$ cat src/rtl/channel_merge_rr.sv
// M-way round-robin merge of valid/acknowledge channels onto one registered output,
// with optional burst lock and a source-index tag on the output data.
module channel_merge_rr #(
    parameter int unsigned N        = 8,
    parameter int unsigned M        = 4,
    parameter int unsigned MaxBurst = 1,
    parameter int unsigned TagEn    = 1,
    localparam int unsigned IdxW    = $clog2(M),
    localparam int unsigned OutW    = N + TagEn * IdxW
) (
    input  logic              clk,
    input  logic              reset,
    input  logic [M*N-1:0]    in_d,
    input  logic [M-1:0]      in_v,
    output logic [M-1:0]      in_a,
    output logic [OutW-1:0]   out_d,
    output logic              out_v,
    input  logic              out_a,
    output logic [IdxW-1:0]   grant
);

    localparam int unsigned BurstW = (MaxBurst > 1) ? $clog2(MaxBurst) : 1;

    logic [IdxW-1:0]   last_q, last_d;
    logic [BurstW-1:0] burst_q, burst_d;
    logic              started_q, started_d;
    logic [OutW-1:0]   out_d_q, out_d_d;
    logic              out_v_q, out_v_d;

    logic [IdxW-1:0]   sel;
    logic [N-1:0]      sel_data;
    logic [2*M-1:0]    v_rot;
    logic              load;
    logic              lock;
    logic              found;
    logic              xfer;
    logic              burst_room;

    assign load       = ~out_v_q | out_a;
    assign burst_room = 32'(burst_q) < (MaxBurst - 32'd1);

    // Arbiter: burst lock on the last winner, otherwise first valid after last.
    always_comb begin : arb
        int unsigned cand;
        cand  = 0;
        lock  = 1'b0;
        found = 1'b0;
        sel   = last_q;
        v_rot = {in_v, in_v} >> (32'(last_q) + 32'd1);
        if ((MaxBurst > 1) && started_q && in_v[last_q] && burst_room) begin
            lock = 1'b1;
        end
        if (!lock) begin
            for (int unsigned k = 0; k < M; k++) begin
                cand = 32'(last_q) + 32'd1 + k;
                if (cand >= M) begin
                    cand = cand - M;
                end
                if (!found && v_rot[k]) begin
                    found = 1'b1;
                    sel   = IdxW'(cand);
                end
            end
        end
    end

    always_comb begin : data_mux
        sel_data = '0;
        for (int unsigned i = 0; i < M; i++) begin
            if (sel == IdxW'(i)) begin
                sel_data = in_d[i*N +: N];
            end
        end
    end

    // Acknowledge only the selected, valid input when the output can take it.
    always_comb begin : ack
        in_a = '0;
        for (int unsigned i = 0; i < M; i++) begin
            in_a[i] = (sel == IdxW'(i)) & in_v[i] & load & ~reset;
        end
    end

    assign xfer  = |in_a;
    assign grant = reset ? '0 : sel;

    always_comb begin : next_state
        last_d    = last_q;
        burst_d   = burst_q;
        started_d = started_q;
        out_d_d   = out_d_q;
        out_v_d   = out_v_q;
        if (xfer) begin
            out_d_d   = OutW'({sel, sel_data});
            out_v_d   = 1'b1;
            last_d    = sel;
            started_d = 1'b1;
            if (sel == last_q) begin
                // Saturate: once the limit is reached the lock is already off.
                burst_d = burst_room ? burst_q + BurstW'(1) : burst_q;
            end else begin
                burst_d = '0;
            end
        end else if (out_a) begin
            out_v_d = 1'b0;
        end
    end

    always_ff @(posedge clk or posedge reset) begin : regs
        if (reset) begin
            last_q    <= IdxW'(M - 1);
            burst_q   <= '0;
            started_q <= 1'b0;
            out_d_q   <= '0;
            out_v_q   <= 1'b0;
        end else begin
            last_q    <= last_d;
            burst_q   <= burst_d;
            started_q <= started_d;
            out_d_q   <= out_d_d;
            out_v_q   <= out_v_d;
        end
    end

    assign out_d = out_d_q;
    assign out_v = out_v_q;

endmodule

$ cat config.mk
export PLATFORM = sky130hd
export DESIGN_NAME = channel_merge_rr
export DESIGN_NICKNAME = d
export VERILOG_FILES = /design/src/rtl/channel_merge_rr.sv
export SDC_FILE = /design/constraint.sdc
export NUM_CORES = 1
export LEC_CHECK = 0
export ABC_CLOCK_PERIOD_IN_PS = 1900
export BUFFER_PORTS_ARGS = -buffer_cell sky130_fd_sc_hd__buf_2
export CAP_MARGIN = 20
export CELL_PAD_IN_SITES_DETAIL_PLACEMENT = 0
export CELL_PAD_IN_SITES_GLOBAL_PLACEMENT = 1
export CORE_MARGIN = 5
export CORE_UTILIZATION = 27
export CTS_BUF_LIST = sky130_fd_sc_hd__clkbuf_8
export DETAILED_ROUTE_END_ITERATION = 8
export PLACE_DENSITY = 0.79
export REMOVE_ABC_BUFFERS = 1
export SYNTH_ARGS = -nofsm -noshare
export SYNTH_HDL_FRONTEND = slang
export SYNTH_SLANG_ARGS = --single-unit
$ cat constraint.sdc
create_clock -name clk -period 1.9 [get_ports clk]
set_input_delay 0.285 -clock clk [delete_from_list [all_inputs] [get_ports clk]]
set_output_delay 0.285 -clock clk [all_outputs]
set_load 0.05 [all_outputs]
=== Word-level counts from Yosys, hierarchy flattened ===
Cells that the tools add are included.

* Register bits after elaboration: 13
* Input bits: 39
* Output and inout bits: 17
* Logic and storage cells: 61

* $add $sub $neg: 8
* Order comparisons: 4
* Eq/ne operators: 3
* Shifts and indexed selects: 1
* Muxes and demuxes: 18
* Bitwise gates (word level): 15
* Reduce and logical (&&, ||, !) cells: 9

{| class="wikitable"
|+ Operators by type and width
! kind !! number
|-
| two-way mux 8 bit || 4
|-
| two-way mux 2 bit || 9
|-
| AND 1 bit || 12
|-
| >= comparator 4 x 3 -> 1 bit (second input constant) || 3
|-
| adder 3 x 2 -> 4 bit (second input constant) || 2
|-
| right shift 8 x 3 -> 4 bit || 1
|-
| subtractor 2 x 1 -> 2 bit (second input constant) || 4
|-
| two-way mux 1 bit || 5
|-
| adder 3 x 1 -> 4 bit (second input constant) || 1
|-
| equality test 2 bit (second input constant) || 2
|-
| OR reduction 4 bit || 1
|-
| adder 2 x 1 -> 3 bit (second input constant) || 1
|-
| >= comparator 3 bit (second input constant) || 1
|-
| logical AND 1 bit || 3
|-
| zero test 1 bit || 3
|-
| equality test 2 x 1 -> 1 bit (second input constant) || 1
|-
| zero test 2 bit || 1
|-
| inverter 1 bit || 2
|-
| nonzero test 2 bit || 1
|-
| bitwise OR 1 bit || 1
|}

=== Depth between registers and ports, before layout ===
Gate-level depths: netlist of the first run.

* Word-level depth: 18
* Mapped depth: 7
* Mapped depth without buffers: 5

=== Worst setup path after synthesis of the first run ===
No wires, ideal clock.

* Path kind: reg-to-output
* Start: reg last_q[1]
* End: out in_a[3]
* Arrival time: 2.671 ns
* Required time: 1.615 ns
* Slack: -1.056 ns
* Cell stages (with the launch flop): 7
* Buffers on the path: 2
* Cell sequence: dfstp_2 buf_6 mux2i_1 nor2_1 nor3_4 buf_4 nor4_1

* Word-level cells in the longest chain between the ends: 16
* Elaborated cells on any way between the ends: 34
* Those cells by class: add/sub (8); order compare (4); eq/ne (1); shift (1); mux (11); bitwise (3); reduce/logical (6)

{| class="wikitable"
|+ RTL lines
! item !! RTL line !! text
|-
| from (decl) || 24 || <nowiki>logic [IdxW-1:0] last_q, last_d;</nowiki>
|-
| from (signal assigned) || 111 || <nowiki>last_q <= IdxW'(M - 1);</nowiki>
|-
| from (signal assigned) || 117 || <nowiki>last_q <= last_d;</nowiki>
|-
| branches (longest 11 deep; another with adder 3 x 1 -> 4 bit) || n/a ||
|-
| two-way mux 2 bit * || 59 || <nowiki>if (!found && v_rot[k]) begin</nowiki>
|-
| equality test 2 bit * || 80 || <nowiki>in_a[i] = (sel == IdxW'(i)) & in_v[i] & load & ~reset;</nowiki>
|-
| AND 1 bit * (3 in series) || 80 ||
|-
| to (decl) || 15 || <nowiki>output logic [M-1:0] in_a,</nowiki>
|}

Every way passes the cells marked *.

=== Worst setup path in the final report of the first run ===
* Start: reg last_q[1]
* End: out in_a[0]

* Word-level cells in the longest chain between the ends: 16
* Elaborated cells on any way between the ends: 34
* Those cells by class: add/sub (8); order compare (4); shift (1); mux (11); bitwise (3); reduce/logical (7)

{| class="wikitable"
|+ RTL lines
! item !! RTL line
|-
| branches (longest 11 deep; another with adder 3 x 1 -> 4 bit) || n/a
|-
| two-way mux 2 bit * || 59
|-
| zero test 2 bit * || 80
|-
| AND 1 bit * (3 in series) || 80
|}

Marks and branches as above.

==> flow_summary.json, run 1 <==
{
  "fin_crit_ns": 1.956,
  "min_period_over_period_pct": 102.9,
  "tritoncts": "yes",
  "drc": 0,
  "worst-setup-path-type": "reg2out",
  "gate_family_responsible_for_the_most_delay_along_the_worst_path": "flip-flops",
  "detail_route.wirelength_mm": 2.553,
  "cts_htree_levels": 1,
  "synth-edff-count": 0,
  "cts-buffers-inserted": 3,
  "tns_ns": -0.1315,
  "total_power_mw": 2.007,
  "post_synth_inst_count": 96,
  "timing.critical_path.buf_inv": 1,
  "xor_xnor_share_of_the_synthesized_area_pct": 0,
  "max-cap-violations": 0,
  "run_status": "finished with violations",
  "peakVddDrop_uv": 572.4,
  "drt-initial-drc-count": 21,
  "synth_area_per_cell_sq_um": 9.280,
  "startpoint_type": "register",
  "fin_util_pct": 43.31,
  "worst-path-max-fanout": 5,
  "muxShareOfSynthArea_pct": 19.10,
  "fp.dieArea_sq_um": 4548,
  "pwr_density_nw_per_um2": 1494,
  "max_slew_violation_count": 0,
  "synth_adder_area_share_pct": 0,
  "async_reset_ff_share_pct": 100.0,
  "grt_most_used_layer": "met2",
  "max_stage_delay_ns": 0.57,
  "final_cell_mix": "sky130_fd_sc_hd__buf_2, sky130_fd_sc_hd__nand2_1, sky130_fd_sc_hd__mux2i_1",
  "die_height_um": 67.44,
  "antenna_found_initial": 0,
  "dpl-instance-area_sq_um": 1226,
  "pre_cts_slack_ns": 0.04141,
  "yosysWarningCount": 0,
  "grt_first_pass_wirelength_mm": 4.298,
  "placed_cells": 194,
  "layout_setup_ws_ns": -0.05604,
  "critical_path.endpoint_type": "output port",
  "routed-via-count": 926,
  "yosys_register_bits": 13,
  "detail_route.first_pass.iterations": 4,
  "tightestPinTransition_ns": 0.3637,
  "critical_path_arrival_ns": 1.67,
  "violations": "setup timing",
  "post_synth_instance_area_sq_um": 890.9,
  "grt_use_total_pct": 11.83,
  "yosysSeqAreaShare_pct": 36.80,
  "synth_compound_gate_area_share_pct": 16.57,
  "placement.io_buffers": 55,
  "synth_cell_types": 26,
  "worstSkewPairLatency_ns": 0.24,
  "postCtsHoldBufs": 0,
  "die_width_um": 67.44,
  "filler_cells_inserted": 334,
  "postRouteAntennaNets": 0,
  "globalRouteMet3Util_pct": 2.163,
  "grt.overflow.total": 0,
  "maxSlewHeadroom_pct": 75.75,
  "boundaryPins": 56,
  "timing.clock.skew_ns": 0.004665,
  "post_route_cells_drive_above_1_share_pct": 51.28,
  "mostFrequentLayoutCell": "sky130_fd_sc_hd__buf_2",
  "syn_to_layout_area_delta_pct": 50.84,
  "viasPerCell": 4.630,
  "grt_max_degree": 17,
  "reg2reg_setup_slack_ns": 0.02,
  "cts_num_sinks": 13,
  "final_hold_viol_count": 0,
  "clock_tree.root_cell": "sky130_fd_sc_hd__clkbuf_8",
  "cp_cell_sequence": "mux2i_1 > nor2_2 > nor3_4 > and3_1 > buf_6",
  "grt_pass1_vias": 1004,
  "route.detailed.wl_per_inst_um": 12.77,
  "synth_largest_area_cell": "sky130_fd_sc_hd__dfrtp_1",
  "power_leakage_nw": 0.7030,
  "core_region_area_sq_um": 3103,
  "finalHoldWorstSlack_ns": 0.08631,
  "setup_viol": 5,
  "antennaDiodeCount": 0,
  "number_of_standard_cells_in_the_layout_taps_in_and_fillers_out": 200,
  "synth_top_cells_by_area": "sky130_fd_sc_hd__dfrtp_1, sky130_fd_sc_hd__mux2i_1, sky130_fd_sc_hd__nand2_1",
  "clockBufferDepth": 2,
  "final_net_count": 196,
  "globalplace.congestion": 0.7733,
  "cp_slowest_cell": "sky130_fd_sc_hd__dfstp_2",
  "global_route.usage.met2_pct": 20.98,
  "post_synth_and_or_nand_nor_area_fraction_pct": 20.79,
  "synth_top_area_share_pct": 30.90,
  "cp.required_ns": 1.62,
  "dp_hpwl_mm": 2.105,
  "initial_core_utilization_pct": 28.71,
  "gr_util_met1_pct": 15.22,
  "dominant_combinational_cell_family_by_area_after_synthesis": "simple AND/OR/NAND/NOR gates",
  "row_count": 20,
  "synthFlopType": "sky130_fd_sc_hd__dfrtp_1",
  "final_area_sq_um": 1344,
  "max_freq_mhz": 511.2,
  "clk_transition_reported_paths_ns": 0.06,
  "worst_hold_path_type": "in2async",
  "grt_setup_unrepaired": "yes"
}
[cells by family (layout without fill, tap and decap cells)]
family / Yosys count / after routing
and+or+nand+nor: 38 / 38
AOI/OAI and AO/OA: 18 / 18
buffers and inverters: 10 / 70
muxes: 17 / 17
DFF: 13 / 13
[per-layer routing]
metal / vias up / share of wire [%]
li1: 466 / -
met1: 419 / 44
met2: 41 / 48
met3: 0 / 8.3
met4: 0 / 0
met5: - / 0
[registers in the layout, summed over array words and instances (netlist names)]
register and count:
out_v 1, out_d 10, last_q 2
[path summary, 6_finish.rpt]
path                             end  depth (start not counted)       from
min in group clk               out_v                          3      out_a
setup / recovery             in_a[0]                          5  last_q[1]
setup reg to reg            out_d[7]                          7  last_q[1]
max in group asynchronous  last_q[0]                          3      reset
hold / removal                 out_v                          3      reset
hold reg to reg             out_d[9]                          2   out_d[9]
[cells in the mapped netlist (all sizes together) (2+ instances only)]
master	instances
mux2i	17
nor2	10
dfrtp	11
dfstp	2
nand2	17
nand2b	3
nor4	2
o221ai	8
clkbuf	2
a21oi	5
buf	4
inv	4
nor3	2
[area by class of cell]
| type | count | area [sq um] | area share [%] |
|---|---|---|---|
| timing repair buffer | 62 | 370.4 | 27.56 |
| tap | 44 | 55.05 | 4.097 |
| clock buffer | 3 | 41.29 | 3.073 |
| multi-input combinational | 73 | 530.5 | 39.48 |
| inverter | 4 | 15.01 | 1.117 |
| clock inverter | 1 | 3.754 | 0.2793 |
| sequential | 13 | 327.8 | 24.39 |
[worst min-delay path, cell delays in order]
cell and delay, ns:
sky130_fd_sc_hd__buf_2 0.12, sky130_fd_sc_hd__inv_1 0.06, sky130_fd_sc_hd__buf_4 0.22
[repair_timing]
| item | in CTS | in global routing |
|---|---|---|
| hold endpoints to repair | 0 | 0 |
| setup endpoints to repair | 6 | 13 |
| gates resized for setup | 7 | 12 |
| pin swaps | 3 | 0 |
| setup buffers | 1 | 1 |
[power by group]
part           internal, mW  switching (mW)  total (mW)
combinational         0.450           0.823        1.27
clock                 0.142          0.0970       0.239
sequential            0.412          0.0830       0.495
Power figures use the tool's default switching activity.
==> inputs of run 2 (changes only) <==
Settings changed: ABC_CLOCK_PERIOD_IN_PS 1900 to unset, RECOVER_POWER set to 100.
==> run 2 against run 1 <==
The flow still finishes with violations (setup timing). Clock power hardly changed. Final area is 1.7% lower. Global-route usage did not move. Sequential share of layout area grew 0.42 points. First-iteration DRC count increased by 14%. Count of clock-buffer cells in the layout is the same. Critical path depth did not move. Wire length decreased by 0.51%. Setup slack worse by 0.0033 ns. Final cell count unchanged.
==> flow_summary.json, run 2 (synthesized netlist as in run 1, its figures left out) <==
{
  "run_status": "finished with violations",
  "violations": "setup timing",
  "pre_cts_slack_ns": 0.04141,
  "initial_core_utilization_pct": 28.71,
  "worst-path-max-fanout": 5,
  "max_freq_mhz": 510.4,
  "peakVddDrop_uv": 571.5,
  "grt_first_pass_wirelength_mm": 4.298,
  "tritoncts": "yes",
  "startpoint_type": "register",
  "pwr_density_nw_per_um2": 1492,
  "cts_htree_levels": 1,
  "detail_route.wirelength_mm": 2.540,
  "reg2regPathDepth": 7,
  "filler_cells_inserted": 341,
  "placement.io_buffers": 55,
  "syn_to_layout_area_delta_pct": 48.31,
  "tightestPinTransition_ns": 0.7431,
  "grt_pass1_vias": 1004,
  "cts-buffers-inserted": 3,
  "boundaryPins": 56,
  "worst_hold_path_type": "in2async",
  "die_width_um": 67.44,
  "tns_ns": -0.1454,
  "postCtsHoldBufs": 0,
  "r2r-start": "last_q[1]",
  "gate_family_responsible_for_the_most_delay_along_the_worst_path": "flip-flops",
  "cp.required_ns": 1.62,
  "final_net_count": 196,
  "reg2reg_setup_slack_ns": 0.02,
  "detail_route.first_pass.iterations": 4,
  "cp_cell_sequence": "nor3b_2 > a211oi_2 > a21oi_2 > nor4_1 > buf_4",
  "number_of_flip_flops_under_the_largest_register_name": 10,
  "layout_setup_ws_ns": -0.05936,
  "dp_hpwl_mm": 2.105,
  "fin_crit_ns": 1.959,
  "clock_tree.root_cell": "sky130_fd_sc_hd__clkbuf_8",
  "core_region_area_sq_um": 3103,
  "worst-setup-path-type": "reg2out",
  "cts_num_sinks": 13,
  "antennaDiodeCount": 0,
  "timing.critical_path.buf_inv": 1,
  "grt_setup_unrepaired": "yes",
  "max-cap-violations": 0,
  "mostFrequentLayoutCell": "sky130_fd_sc_hd__buf_2",
  "die_height_um": 67.44,
  "grt_max_degree": 17,
  "setup_viol": 5,
  "route.detailed.wl_per_inst_um": 12.70,
  "timing.clock.skew_ns": 0.004676,
  "regToRegEndpoint": "out_d[7]",
  "antenna_found_initial": 0,
  "cp_slowest_cell": "sky130_fd_sc_hd__dfstp_2",
  "fp.dieArea_sq_um": 4548,
  "min_period_over_period_pct": 103.1,
  "routed-via-count": 927,
  "row_count": 20,
  "drt-initial-drc-count": 24,
  "critical_path.endpoint_type": "output port",
  "clk_transition_reported_paths_ns": 0.06,
  "power_leakage_nw": 0.6577,
  "max_slew_violation_count": 0,
  "globalplace.congestion": 0.7733,
  "final_cell_mix": "sky130_fd_sc_hd__buf_2, sky130_fd_sc_hd__nand2_1, sky130_fd_sc_hd__mux2i_1",
  "worstSkewPairLatency_ns": 0.24,
  "final_hold_viol_count": 0,
  "viasPerCell": 4.635,
  "grt_use_total_pct": 11.83,
  "postRouteAntennaNets": 0,
  "post_route_cells_drive_above_1_share_pct": 42.31,
  "maxSlewHeadroom_pct": 50.46,
  "grt.overflow.total": 0,
  "max_stage_delay_ns": 0.58,
  "clockBufferDepth": 2,
  "drc": 0,
  "critical_path_arrival_ns": 1.67
}
-- run 2: cell types whose count changed in the layout (fill, tap and decap cells not counted), sizes merged --
cell and change:
buf -14, clkbuf +14
-- run 2: through the flow --
stage / hold WS [ns] / util (%) / std cells / power (mW) / area (sq um)
after global placement: 0.3332 / 39.52 / 194 / 1.683 / 1226
final: 0.2855 / 42.58 / 200 / 1.971 / 1321
after detailed placement: 0.3391 / 39.52 / 194 / 1.701 / 1226
after CTS: 0.08370 / 41.85 / 199 / 1.976 / 1299
after floorplan: 0.1685 / - / 90 / 1.349 / 845.8
after global routing: 0.3582 / 42.58 / 200 / 2.098 / 1321
-- run 2: worst min-delay path, cell delays in order --
cell and delay (ns):
sky130_fd_sc_hd__clkbuf_1 0.11, sky130_fd_sc_hd__inv_1 0.07, sky130_fd_sc_hd__clkbuf_1 0.57
-- run 2: how the worst max path moves through the flow --
stage                   start  endpoint  slack (ns)  cells after the start
detailed placement  last_q[1]   in_a[0]        0.04                      5
finish              last_q[0]   in_a[2]       -0.06                      5
CTS                 last_q[1]   in_a[3]       -0.06                      5
global placement    last_q[1]   in_a[0]         0.1                      5
floorplan           last_q[1]   in_a[3]       -0.99                      4
global route        last_q[1]   in_a[0]       -0.13                      5
-- run 2: area by class of cell --
type / count / area [sq um] / share of cell area (%)
Timing Repair Buffer: 62 / 347.8 / 26.33
Clock inverter: 1 / 3.754 / 0.2841
Multi-Input combinational cell: 73 / 530.5 / 40.15
Tap cell: 44 / 55.05 / 4.167
Inverter: 4 / 15.01 / 1.136
Clock buffer: 3 / 41.29 / 3.125
Sequential cell: 13 / 327.8 / 24.81
-- run 2: report_power, final --
group / internal [mW] / switching [mW]
Sequential: 0.412 / 0.0858
Clock: 0.142 / 0.0970
Combinational: 0.412 / 0.822
-- run 2: routing by layer --
| metal | vias up | track usage [%] | part of all wire, % |
|---|---|---|---|
| li1 | 466 | - | - |
| met1 | 420 | 15.22 | 43 |
| met2 | 41 | 20.98 | 48 |
| met3 | 0 | 2.163 | 8.3 |
| met4 | 0 | 1.519 | 0 |
| met5 | - | 0 | 0 |
-- run 2: timing repair --
item | in CTS | in global routing
gates resized for setup | 7 | 12
hold endpoints to repair | 0 | 0
buffers inserted | 1 | 1
pin swaps | 3 | 0
setup endpoints to repair | 6 | 13
